[config.mk]
export PLATFORM = sky130hd
export DESIGN_NAME = cw_sidetone_ctrl
export DESIGN_NICKNAME = d
export VERILOG_FILES = /design/src/rtl/cw_sidetone_ctrl.sv
export SDC_FILE = /design/constraint.sdc
export NUM_CORES = 1
export LEC_CHECK = 0
export CORE_MARGIN = 3
export CORE_UTILIZATION = 30
export CTS_BUF_LIST = sky130_fd_sc_hd__clkbuf_8
export DETAILED_ROUTE_END_ITERATION = 10
export HOLD_SLACK_MARGIN = 0.02
export SYNTH_ARGS = -nofsm -noshare
export SYNTH_HDL_FRONTEND = slang
export SYNTH_SLANG_ARGS = --single-unit
[constraint.sdc]
create_clock -name clk -period 2.7 [get_ports clk]
set_input_delay 0.81 -clock clk [delete_from_list [all_inputs] [get_ports clk]]
set_output_delay 0.81 -clock clk [all_outputs]
set_load 0.02 [all_outputs]
[src/rtl/cw_sidetone_ctrl.sv]
// CW sidetone sequencer: synchronises the key, shapes each element with a linear
// profile envelope, freezes tone/volume per element and locks out a stuck key.
module cw_sidetone_ctrl #(
  parameter logic [12:0] RAMP_DIV      = 13'd4800,
  parameter logic [6:0]  PMAX          = 7'h4D,
  parameter logic [19:0] TIMEOUT_TICKS = 20'd160000
) (
  input  logic        clk,
  input  logic        rst,
  input  logic        cw_keydown,
  input  logic        cw_enable,
  input  logic [11:0] tonefreq_in,
  input  logic [7:0]  volume_in,
  output logic        tone_enb,
  output logic [6:0]  profile,
  output logic [11:0] tonefreq,
  output logic [7:0]  audiovolume,
  output logic        busy,
  output logic        timeout
);

  typedef enum logic [1:0] {
    IDLE = 2'd0,
    RISE = 2'd1,
    ON   = 2'd2,
    FALL = 2'd3
  } state_t;

  state_t      state_q;
  logic        key_meta_q;
  logic        key_s_q;
  logic [12:0] div_q;
  logic [19:0] tmo_cnt_q;
  logic [6:0]  profile_q;
  logic        tone_enb_q;
  logic [11:0] tonefreq_q;
  logic [7:0]  audiovolume_q;
  logic        busy_q;
  logic        timeout_q;

  logic        tick;
  logic        key_ok;
  logic        start_ok;
  logic [11:0] tonefreq_d;
  logic [7:0]  audiovolume_d;

  assign tick     = (div_q == RAMP_DIV - 13'd1);
  assign key_ok   = key_s_q & cw_enable;
  assign start_ok = key_ok & ~timeout_q;

  always_comb begin
    tonefreq_d = tonefreq_in;
    if (tonefreq_in < 12'd200) begin
      tonefreq_d = 12'd200;
    end else if (tonefreq_in > 12'd2250) begin
      tonefreq_d = 12'd2250;
    end
    audiovolume_d = volume_in[7] ? 8'd127 : volume_in;
  end

  always_ff @(posedge clk) begin
    if (rst) begin
      state_q       <= IDLE;
      key_meta_q    <= 1'b0;
      key_s_q       <= 1'b0;
      div_q         <= '0;
      tmo_cnt_q     <= '0;
      profile_q     <= '0;
      tone_enb_q    <= 1'b0;
      tonefreq_q    <= '0;
      audiovolume_q <= '0;
      busy_q        <= 1'b0;
      timeout_q     <= 1'b0;
    end else begin
      key_meta_q <= cw_keydown;
      key_s_q    <= key_meta_q;
      div_q      <= tick ? 13'd0 : div_q + 13'd1;
      tmo_cnt_q  <= '0;
      // Lockout persists only while the key stays down.
      if (!key_s_q) begin
        timeout_q <= 1'b0;
      end

      case (state_q)
        IDLE: begin
          profile_q     <= '0;
          tone_enb_q    <= 1'b0;
          busy_q        <= 1'b0;
          tonefreq_q    <= tonefreq_d;
          audiovolume_q <= audiovolume_d;
          if (start_ok) begin
            state_q    <= RISE;
            tone_enb_q <= 1'b1;
            busy_q     <= 1'b1;
            div_q      <= '0;
          end
        end

        RISE: begin
          // A key change in the tick cycle wins; that step is dropped.
          if (!key_ok) begin
            state_q <= FALL;
          end else if (tick) begin
            if (profile_q >= PMAX - 7'd1) begin
              profile_q <= PMAX;
              state_q   <= ON;
            end else begin
              profile_q <= profile_q + 7'd1;
            end
          end
        end

        ON: begin
          profile_q <= PMAX;
          if (!key_ok) begin
            state_q <= FALL;
          end else if (tick) begin
            if (tmo_cnt_q == TIMEOUT_TICKS - 20'd1) begin
              timeout_q <= 1'b1;
              state_q   <= FALL;
            end else begin
              tmo_cnt_q <= tmo_cnt_q + 20'd1;
            end
          end else begin
            tmo_cnt_q <= tmo_cnt_q;
          end
        end

        FALL: begin
          // Re-press resumes from the current level without resetting the divider.
          if (start_ok) begin
            state_q <= RISE;
          end else if (tick) begin
            if (profile_q <= 7'd1) begin
              profile_q  <= '0;
              state_q    <= IDLE;
              tone_enb_q <= 1'b0;
              busy_q     <= 1'b0;
            end else begin
              profile_q <= profile_q - 7'd1;
            end
          end
        end

        default: begin
          state_q <= IDLE;
        end
      endcase
    end
  end

  assign tone_enb    = tone_enb_q;
  assign profile     = profile_q;
  assign tonefreq    = tonefreq_q;
  assign audiovolume = audiovolume_q;
  assign busy        = busy_q;
  assign timeout     = timeout_q;

endmodule

== Word level (Yosys, flattened, before mapping) ==
Cells that the tools add are included.

* Bits in registers: 66
* Latch bits: 0
* RAM bits: 0
* Bits in read-only memories: 0
* Bits of input ports: 24
* Output and inout port bits: 30
* Word-level logic and storage cells: 81
* Memories: 0

* Add/subtract/negate cells: 4
* Multiply operators: 0
* Divide/modulo/power cells: 0
* Magnitude comparators: 4
* Eq/ne operators: 17
* Shift-type cells: 0
* Mux-type cells: 35
* Bitwise operators: 5
* Reductions and logical operators: 6

{| class="wikitable"
|+ Operators with widths
! operator !! count
|-
| $mux W7 || 7
|-
| $mux W13 || 3
|-
| $pmux W7 S4 || 1
|-
| $mux W12 || 2
|-
| $add A20 B1 Y20 const B || 1
|-
| $eq A20 B18 Y1 const B || 1
|-
| $mux W2 || 10
|-
| $mux W20 || 1
|-
| $ne A3 B3 Y1 const B || 6
|-
| $add A13 B1 Y13 const B || 1
|-
| $eq A13 B13 Y1 const B || 1
|-
| $gt A12 B12 Y1 const B || 1
|-
| $lt A12 B8 Y1 const B || 1
|-
| $ne A2 B2 Y1 const B || 6
|-
| $mux W1 || 9
|-
| $pmux W2 S4 || 1
|-
| $reduce_and A4 Y1 || 2
|-
| $add A7 B1 Y7 const B || 1
|-
| $ge A7 B7 Y1 const B || 1
|-
| $le A7 B1 Y1 const B || 1
|-
| $reduce_and A7 Y1 || 1
|-
| $sub A7 B1 Y7 const B || 1
|-
| $eq A2 B2 Y1 const B || 2
|-
| $not A1 Y1 || 3
|-
| other kinds (6) || 7
|}

== Longest topological paths before layout ==
Gate-level depths: netlist of run 1.

* Word-level depth: 5
* Mapped depth: 8
* Depth with buffers taken out: 7

== Worst setup path before layout of run 1 ==
OpenSTA, ideal clock, no wires.

* Path kind: in2reg
* Start: in cw_enable
* End: reg div_q[11]
* Library setup time: 0.128 ns
* Arrival time: 1.796 ns
* Required time: 2.572 ns
* Path slack: 0.776 ns
* Cell stages on the path: 5
* Cells stage by stage: nand2_1 or2_2 o211ai_1 clkbuf_1 nor2_1

* Longest elaborated chain between the ends: 4

{| class="wikitable"
|+ RTL lines
! item !! line !! source
|-
| from (decl) || 11 || <nowiki>input logic cw_enable,</nowiki>
|-
| $and A1 B1 Y1 || 48 || <nowiki>assign key_ok = key_s_q & cw_enable;</nowiki>
|-
| $and A1 B1 Y1 || 49 || <nowiki>assign start_ok = key_ok & ~timeout_q;</nowiki>
|-
| $mux W13 || 91 || <nowiki>if (start_ok) begin</nowiki>
|-
| $mux W13 || 84 || <nowiki>case (state_q)</nowiki>
|-
| to (signal assigned) || 77 || <nowiki>div_q <= tick ? 13'd0 : div_q + 13'd1;</nowiki>
|-
| to (decl) || 32 || <nowiki>logic [12:0] div_q;</nowiki>
|}

No other way between the ends.
A chain may end at the register's enable or synchronous reset.

== Worst setup path after layout of run 1 ==
* Start: reg profile_q[4] (netlist: profile[4])
* End: out profile[4]

{| class="wikitable"
|+ RTL lines
! item !! line !! source
|-
| from (decl) || 34 || <nowiki>logic [6:0] profile_q;</nowiki>
|-
| from (signal assigned) || 108 || <nowiki>profile_q <= profile_q + 7'd1;</nowiki>
|-
| from (signal assigned) || 140 || <nowiki>profile_q <= profile_q - 7'd1;</nowiki>
|-
| to (decl) || 15 || <nowiki>output logic [6:0] profile,</nowiki>
|}

No word-level cell between the ends.

==> impl_metrics.py, run 1 <==
metrics = {
    "sta": {
        "setup_viol": 0,
        "fin_skew_ps": 9.662,
        "slew_violations": 0,
        "final.setup.tns_ps": 0,
        "rsz0062_at_grt": "false",
        "hold_viol": 0,
        "fmax_mhz": 422.7,
        "finalCritPeriodShare_pct": 87.62,
        "fin_crit_ps": 2366,
    },
    "final_layout": {
        "drive_above_1_share_pct": 7.765,
        "final_common_cell": "dfxtp_1",
        "area_growth_pct": 27.85,
        "nNetsFinal": 454,
        "fin_util_pct": 40.55,
        "final_cell_mix": "dfxtp_1, clkdlybuf4s50_1, nor2_1, nand2_1, a21oi_1",
        "antennaDiodeCount": 0,
    },
    "detailed_routing": {
        "wl_per_cell_um": 13.53,
        "ant_nets": 0,
        "viasPerCell": 5.113,
        "dr.pass1.iters": 4,
        "drt_wl_total_um": 7550,
        "drc": 0,
        "vias": 2853,
        "drt_iter0_drc": 156,
    },
    "clocking": {
        "cts_buffers": 9,
        "cts_root_buf": "clkbuf_8",
        "clk_pin_slew_ps": 70,
        "clock_path_buffers": 2,
        "post_cts_resized": 0,
        "cts_tree": "yes",
        "h-tree-depth": 3,
        "cts_setup_buffers": 0,
        "clk_latency_ps": 340,
        "hold_buffers": 0,
        "clkSinkCount": 65,
    },
    "setup_path": {
        "reg2reg_to": "profile[2]",
        "worst_path_largest_cell_delay_ps": 680,
        "worstPathMaxFanout": 10,
        "crit_family": "buffers and inverters",
        "cp-start-kind": "flop",
        "r2r-start": "div_q[0]",
        "critical_path_arrival_ps": 1560,
        "cp_cell_sequence": "clkdlybuf4s50_1",
        "worstRegToRegCells": 6,
        "startpoint": "profile[4]",
        "cp-end-kind": "output port",
        "timing.critical_path.buf_inv": 1,
        "criticalPathCategory": "reg2out",
        "r2r_slack_ps": 370,
        "slowest_stage": "clkdlybuf4s50_1",
        "required_ps": 1890,
    },
    "global_routing": {
        "antenna_found_initial": 0,
        "grtUsageTotal_pct": 13.68,
        "grt_max_degree": 21,
        "first_global_vias": 2817,
        "grt_pass1_wl_um": 12930,
        "grt_overflow_total": 0,
    },
    "placement": {
        "port-buffer-count": 52,
        "place_hpwl_um": 5585,
        "globalplace.congestion": 0.8450,
    },
    "yosys": {
        "synth_edf_count": 0,
        "synthesis.area_um2": 3186,
        "synth_warnings": 0,
        "async_flop_share_pct": 0,
        "synth_area_per_cell_um2": 8.728,
        "ys_types": 58,
        "syn-instance-count": 365,
        "synth_ff_type": "dfxtp_1",
        "ys_ff_latch": 65,
        "ys_seq_area_share_pct": 40.85,
        "syn-num-nets": 399,
    },
    "pwr": {
        "power_density_nw_per_um2": 717.1,
        "leakagePower_nw": 1.486,
        "ir_drop_uv": 365.8,
    },
    "worst_hold_path": {
        "whs_endpoint": "key_s_q",
        "min_delay_path_depth": 1,
        "min_from": "key_meta_q",
        "hold_path_class": "reg2reg",
    },
    "outcome": {
        "outcome": "complete, no violations",
    },
    "floorplan": {
        "fp.dieArea_um2": 11890,
        "io_pins": 54,
        "fp.coreArea_um2": 10040,
        "num_rows": 36,
        "initial_core_util_pct": 31.71,
        "die_h_um": 109.0,
        "fp.dieW_um": 109.0,
    },
    "flow_run": {
        "cap_viol_max_count": 0,
    },
}
==> how the worst max path moves through the flow <==
stage,end,cells after the start
floorplan,div_q[11],5
global placement,tonefreq[5],6
detailed placement,tonefreq[7],6
CTS,profile[4],1
global route,profile[2],6
finish,profile[4],1
==> cells by family after synthesis <==
kind of cell,share of synthesized area (%)
fa+ha+maj,3.928
simple gates,23.37
xor+xnor,6.599
mux,0.9819
flops,40.85
buf+inv,4.477
compound gates,19.68
other cells,0.1177
==> cell type report <==
class                   count  area (um2)
clock buffers               9       123.9
clock inverters             7       95.09
fillers                   995        5972
inverters                  15       56.30
multi-input cells         268        1742
flip-flops and latches     65        1301
well taps                 133       166.4
repair buffers             61       588.1
==> stage by stage <==
step | instances | instance area (um2) | power [mW] | worst slack (ps) | hold WS [ps]
global placement | 542 | 3854 | 2.025 | 212.0 | 420.0
finish | 558 | 4073 | 2.921 | 334.3 | 454.9
detailed placement | 542 | 3854 | 2.031 | 176.8 | 444.6
floorplan | 365 | 3186 | 1.686 | 776.2 | 413.8
CTS | 558 | 4073 | 2.957 | 309.9 | 455.8
global route | 558 | 4073 | 3.097 | 49.48 | 463.4
==> Yosys cell counts (all sizes together), types with 7 or more instances <==
cell type,n,area [um2]
nor3,7,35.03
nor2,47,176.4
xor2,18,157.7
or3,7,43.79
nand3,17,97.60
a21oi,20,103.9
nand4,13,96.34
o21ai,14,70.06
inv,14,52.55
and3,8,50.05
buf,10,60.05
clkbuf,7,26.28
o22ai,7,43.79
dfxtp,65,1301
ha,10,125.1
nand2,19,71.32
==> flip-flops by register name (all words and copies together), names as in the netlist <==
register and cells:
state_q 2, audiovolume 7, timeout 1, key_s_q 1, tmo_cnt_q 20, profile 7, tonefreq 12, div_q 13
key_meta_q 1, busy 1
==> power by group <==
part	internal, mW	switching (mW)
clock network	0.519	0.386
logic	0.376	0.505
registers	1.06	0.0756
total	1.95	0.966
==> per-layer routing <==
| layer | GRT usage, % | up-vias | wire, um |
|---|---|---|---|
| met2 | 20.48 | 75 | 3256 |
| met3 | 4.677 | 10 | 466 |
| li1 | - | 1437 | - |
| met4 | 4.869 | 0 | 116 |
| met1 | 18.22 | 1331 | 3710 |
| met5 | 0 | - | 0 |
No activity file was read; power rests on OpenSTA's default activity.
==> run 2: changes to the inputs <==
REMOVE_ABC_BUFFERS = 1   (was not set)
==> run 2 against run 1 <==
Critical path depth unchanged. Critical endpoint is now profile[0]. Total power decreased by 2.0%. Largest cell class unchanged. Die area unchanged. Wire length increased by 0.34%. Setup slack improved by 21 ps. Via count increased by 0.88%. Largest power group unchanged. Flip-flop and latch count unchanged.
==> impl_metrics.py, run 2 (synthesized netlist as in run 1, its figures left out) <==
metrics = {
    "setup_path": {
        "crit_family": "buffers and inverters",
        "cp-end-kind": "output port",
        "timing.critical_path.buf_inv": 1,
        "slowest_stage": "clkdlybuf4s50_1",
        "reg2reg_to": "tmo_cnt_q[3]",
        "worst_path_largest_cell_delay_ps": 680,
        "r2r-start": "div_q[0]",
        "worstRegToRegCells": 8,
        "critPathCapture": "profile[0]",
        "required_ps": 1890,
        "criticalPathCategory": "reg2out",
        "r2r_slack_ps": 490,
        "worstPathMaxFanout": 9,
        "cp_cell_sequence": "clkdlybuf4s50_1",
        "critical_path_arrival_ps": 1530,
        "cp-start-kind": "flop",
        "startpoint": "profile[0]",
        "worstSetupPathDepth": 1,
    },
    "sta": {
        "hold_viol": 0,
        "max_slew_margin_pct": 65.24,
        "fmax_mhz": 426.5,
        "rsz0062_at_grt": "false",
        "setup_viol": 0,
        "fin_crit_ps": 2345,
        "setup_ws_ps": 355.5,
        "finalCritPeriodShare_pct": 86.83,
        "fin_skew_ps": 10.69,
        "final.setup.tns_ps": 0,
        "worst_slew_pin_slew_ps": 518.9,
        "slew_violations": 0,
    },
    "placement": {
        "globalplace.congestion": 0.8494,
        "dp.cells": 544,
        "post-place-ws_ps": 130.6,
        "place_hpwl_um": 5573,
        "port-buffer-count": 52,
    },
    "clocking": {
        "h-tree-depth": 3,
        "post_cts_resized": 0,
        "cts_buffers": 9,
        "cts_root_buf": "clkbuf_8",
        "clkSinkCount": 65,
        "clk_latency_ps": 330,
        "cts_setup_buffers": 0,
        "clock_path_buffers": 2,
        "clk_pin_slew_ps": 70,
        "cts_tree": "yes",
        "hold_buffers": 0,
    },
    "floorplan": {
        "die_h_um": 109.0,
        "io_pins": 54,
        "fp.coreArea_um2": 10040,
        "initial_core_util_pct": 31.71,
        "fp.dieArea_um2": 11890,
        "fp.dieW_um": 109.0,
        "num_rows": 36,
    },
    "global_routing": {
        "grt_pass1_wl_um": 13260,
        "grtUsageTotal_pct": 13.78,
        "first_global_vias": 2821,
        "grt_overflow_total": 0,
        "grt_max_degree": 21,
        "antenna_found_initial": 0,
    },
    "pwr": {
        "power_mw": 2.861,
        "ir_drop_uv": 371.2,
        "leakagePower_nw": 1.486,
        "power_density_nw_per_um2": 702.8,
    },
    "final_layout": {
        "drive_above_1_share_pct": 7.765,
        "multiInputGateArea_um2": 1742,
        "area_growth_pct": 27.81,
        "seqCellArea_um2": 1301,
        "final_common_cell": "dfxtp_1",
        "layout.cells.non_filler": 558,
        "nFillCells": 1014,
        "top_register": "tmo_cnt_q",
        "largest_reg_flops": 20,
        "final_cell_mix": "dfxtp_1, clkdlybuf4s50_1, nor2_1, nand2_1, a21oi_1",
        "nNetsFinal": 456,
        "fin_util_pct": 40.53,
        "antennaDiodeCount": 0,
    },
    "flow_run": {
        "cap_viol_max_count": 0,
    },
    "detailed_routing": {
        "drt_wl_total_um": 7576,
        "dr.pass1.iters": 4,
        "viasPerCell": 5.158,
        "drc": 0,
        "vias": 2878,
        "ant_nets": 0,
        "wl_per_cell_um": 13.58,
        "drt_iter0_drc": 155,
    },
    "outcome": {
        "outcome": "complete, no violations",
    },
    "worst_hold_path": {
        "hold_path_class": "reg2reg",
    },
}
[run 2: how the worst min path moves through the flow]
stage	depth (start not counted)	start	endpoint
2_1_floorplan	1	key_meta_q	key_s_q
3_3_place_gp	1	key_meta_q	key_s_q
3_5_place_dp	1	key_meta_q	key_s_q
4_1_cts	1	key_meta_q	key_s_q
5_1_grt	1	key_meta_q	key_s_q
6_report	1	key_meta_q	key_s_q
[run 2: routing by layer]
metal | part of all wire (%) | GRT usage (%)
met1 | 48 | 17.90
met5 | 0 | 0
met4 | 1.3 | 4.418
met2 | 47 | 22.63
met3 | 3.5 | 3.079
[run 2: per-stage QoR]
| stage | hold WS [ps] | area (um2) |
|---|---|---|
| 2_1_floorplan | 413.8 | 3099 |
| 3_3_place_gp | 432.6 | 3869 |
| 3_5_place_dp | 431.0 | 3869 |
| 4_1_cts | 448.5 | 4071 |
| 5_1_grt | 462.2 | 4071 |
| 6_report | 446.1 | 4071 |
[run 2: final cells by class]
class / instances / area share, %
well taps: 133 / 4.087
clock inverters: 2 / 0.9219
inverters: 15 / 1.383
repair buffers: 63 / 14.81
flip-flops and latches: 65 / 31.96
multi-input cells: 268 / 42.78
clock buffers: 12 / 4.057
[run 2: power by group]
| part | total [mW] | switching (mW) | internal, mW |
|---|---|---|---|
| clock | 0.838 | 0.346 | 0.492 |
| combinational | 0.892 | 0.514 | 0.378 |
| sequential | 1.13 | 0.0722 | 1.06 |
==> run 3: changes to the inputs <==
DONT_BUFFER_PORTS = 1   (was not set)
MAX_ROUTING_LAYER = met4   (was not set)
==> run 3 against run 2 <==
Sequential power grew 9.7%. Clock skew is essentially flat. Wire length shrank 6.5%. Setup slack gained 34 ps. Utilization shrank 5.6 points. Maximum frequency grew 1.5%. Critical path type is now reg2reg. Critical endpoint is now profile[4].
==> impl_metrics.py, run 3 (synthesized netlist as in run 1, its figures left out) <==
metrics = {
    "outcome": {
        "outcome": "complete, no violations",
    },
    "sta": {
        "holdWs_ps": 465.3,
        "finalCritPeriodShare_pct": 85.59,
        "setup_ws_ps": 389.2,
        "slew_violations": 0,
        "fmax_mhz": 432.7,
        "max_slew_margin_pct": 66.69,
        "hold_viol": 0,
        "rsz0062_at_grt": "false",
        "worst_slew_pin_slew_ps": 499.0,
        "fin_skew_ps": 10.57,
        "fin_crit_ps": 2311,
        "setup_viol": 0,
        "final.setup.tns_ps": 0,
    },
    "global_routing": {
        "grtUsageTotal_pct": 13.07,
        "first_global_vias": 2517,
        "antenna_found_initial": 0,
        "grt_max_degree": 26,
        "grt_pass1_wl_um": 12120,
        "grt_overflow_total": 0,
    },
    "setup_path": {
        "worstPathMaxFanout": 11,
        "cp_cell_sequence": "ha_1, and2_1, nand4_1, o21ai_0, a21oi_1, a22o_1",
        "r2r_slack_ps": 390,
        "slowest_stage": "o21ai_0",
        "critical_path_arrival_ps": 2550,
        "timing.critical_path.buf_inv": 0,
        "crit_family": "compound AO/OA/AOI/OAI gates",
        "criticalPathCategory": "reg2reg",
        "worst_path_largest_cell_delay_ps": 500,
        "cp-start-kind": "flop",
        "cp-end-kind": "flop",
        "required_ps": 2940,
    },
    "final_layout": {
        "antennaDiodeCount": 0,
        "nFillCells": 1022,
        "final_cell_mix": "dfxtp_1, nor2_1, nand2_1, a21oi_1, xor2_1",
        "final_common_cell": "dfxtp_1",
        "drive_above_1_share_pct": 7.859,
        "area_growth_pct": 10.02,
        "nNetsFinal": 398,
        "top_register": "tmo_cnt_q",
        "final_cell_area_um2": 3505,
        "largest_reg_flops": 20,
    },
    "pwr": {
        "ir_drop_uv": 431.7,
        "leakagePower_nw": 1.264,
        "power_density_nw_per_um2": 756.5,
    },
    "detailed_routing": {
        "ant_nets": 0,
        "vias": 2652,
        "wl_per_cell_um": 14.11,
        "dr.pass1.iters": 4,
        "drt_iter0_drc": 157,
        "drt_wl_total_um": 7081,
        "viasPerCell": 5.283,
        "drc": 0,
    },
    "clocking": {
        "clkSinkCount": 65,
        "cts_root_buf": "clkbuf_8",
        "cts_setup_buffers": 0,
        "h-tree-depth": 3,
        "cts_buffers": 9,
        "clock_path_buffers": 2,
        "cts_tree": "yes",
        "hold_buffers": 0,
        "clk_latency_ps": 340,
        "post_cts_resized": 0,
        "clk_pin_slew_ps": 80,
    },
    "floorplan": {
        "io_pins": 54,
        "die_h_um": 109.0,
        "num_rows": 36,
        "fp.dieW_um": 109.0,
        "fp.dieArea_um2": 11890,
        "initial_core_util_pct": 31.71,
        "fp.coreArea_um2": 10040,
    },
    "placement": {
        "place_hpwl_um": 5071,
        "globalplace.congestion": 0.8178,
        "post-place-ws_ps": 397.3,
        "placed_cell_area_um2": 3303,
        "port-buffer-count": 0,
    },
    "worst_hold_path": {
        "hold_path_class": "reg2reg",
    },
    "flow_run": {
        "cap_viol_max_count": 0,
    },
}
## run 3: changes by cell type in the layout (fill, tap and decap cells not counted), sizes merged
| cell | delta |
|---|---|
| clkdlybuf4s50 | -52 |
| clkbuf | -3 |
| inv | +2 |
| buf | -6 |
| clkinv | +3 |
## run 3: worst paths after layout
kind              start    endpoint  cells past startpoint
min reg2reg  key_meta_q     key_s_q                      1
max            div_q[0]  profile[4]                      6
max reg2reg    div_q[0]  profile[4]                      6
min          key_meta_q     key_s_q                      1
## run 3: layout make-up
cell class	count	area [um2]	share of cell area (%)
multi-input cells	268	1742	49.70
clock inverters	7	77.57	2.213
clock buffers	9	123.9	3.534
well taps	133	166.4	4.748
flip-flops and latches	65	1301	37.13
repair buffers	5	37.54	1.071
inverters	15	56.30	1.607
## run 3: per-layer routing
layer | global-route usage [%] | wire, um | vias up
li1 | - | - | 1329
met1 | 16.43 | 3411 | 1260
met2 | 20.22 | 3260 | 54
met3 | 2.901 | 295 | 9
met4 | 5.500 | 113 | 0
met5 | - | 0 | -
## run 3: through the flow
| stage | std cells | total power [mW] | util [%] |
|---|---|---|---|
| 2_1_floorplan | 348 | 1.670 | - |
| 3_3_place_gp | 486 | 1.822 | 32.88 |
| 3_5_place_dp | 486 | 1.832 | 32.88 |
| 4_1_cts | 502 | 2.676 | 34.89 |
| 5_1_grt | 502 | 2.808 | 34.89 |
| 6_report | 502 | 2.651 | 34.89 |
## run 3: power breakdown
group	total [mW]	internal (mW)	switching, mW
logic	0.562	0.210	0.352
clock network	0.845	0.434	0.411
registers	1.24	1.06	0.186
total	2.65	1.70	0.948
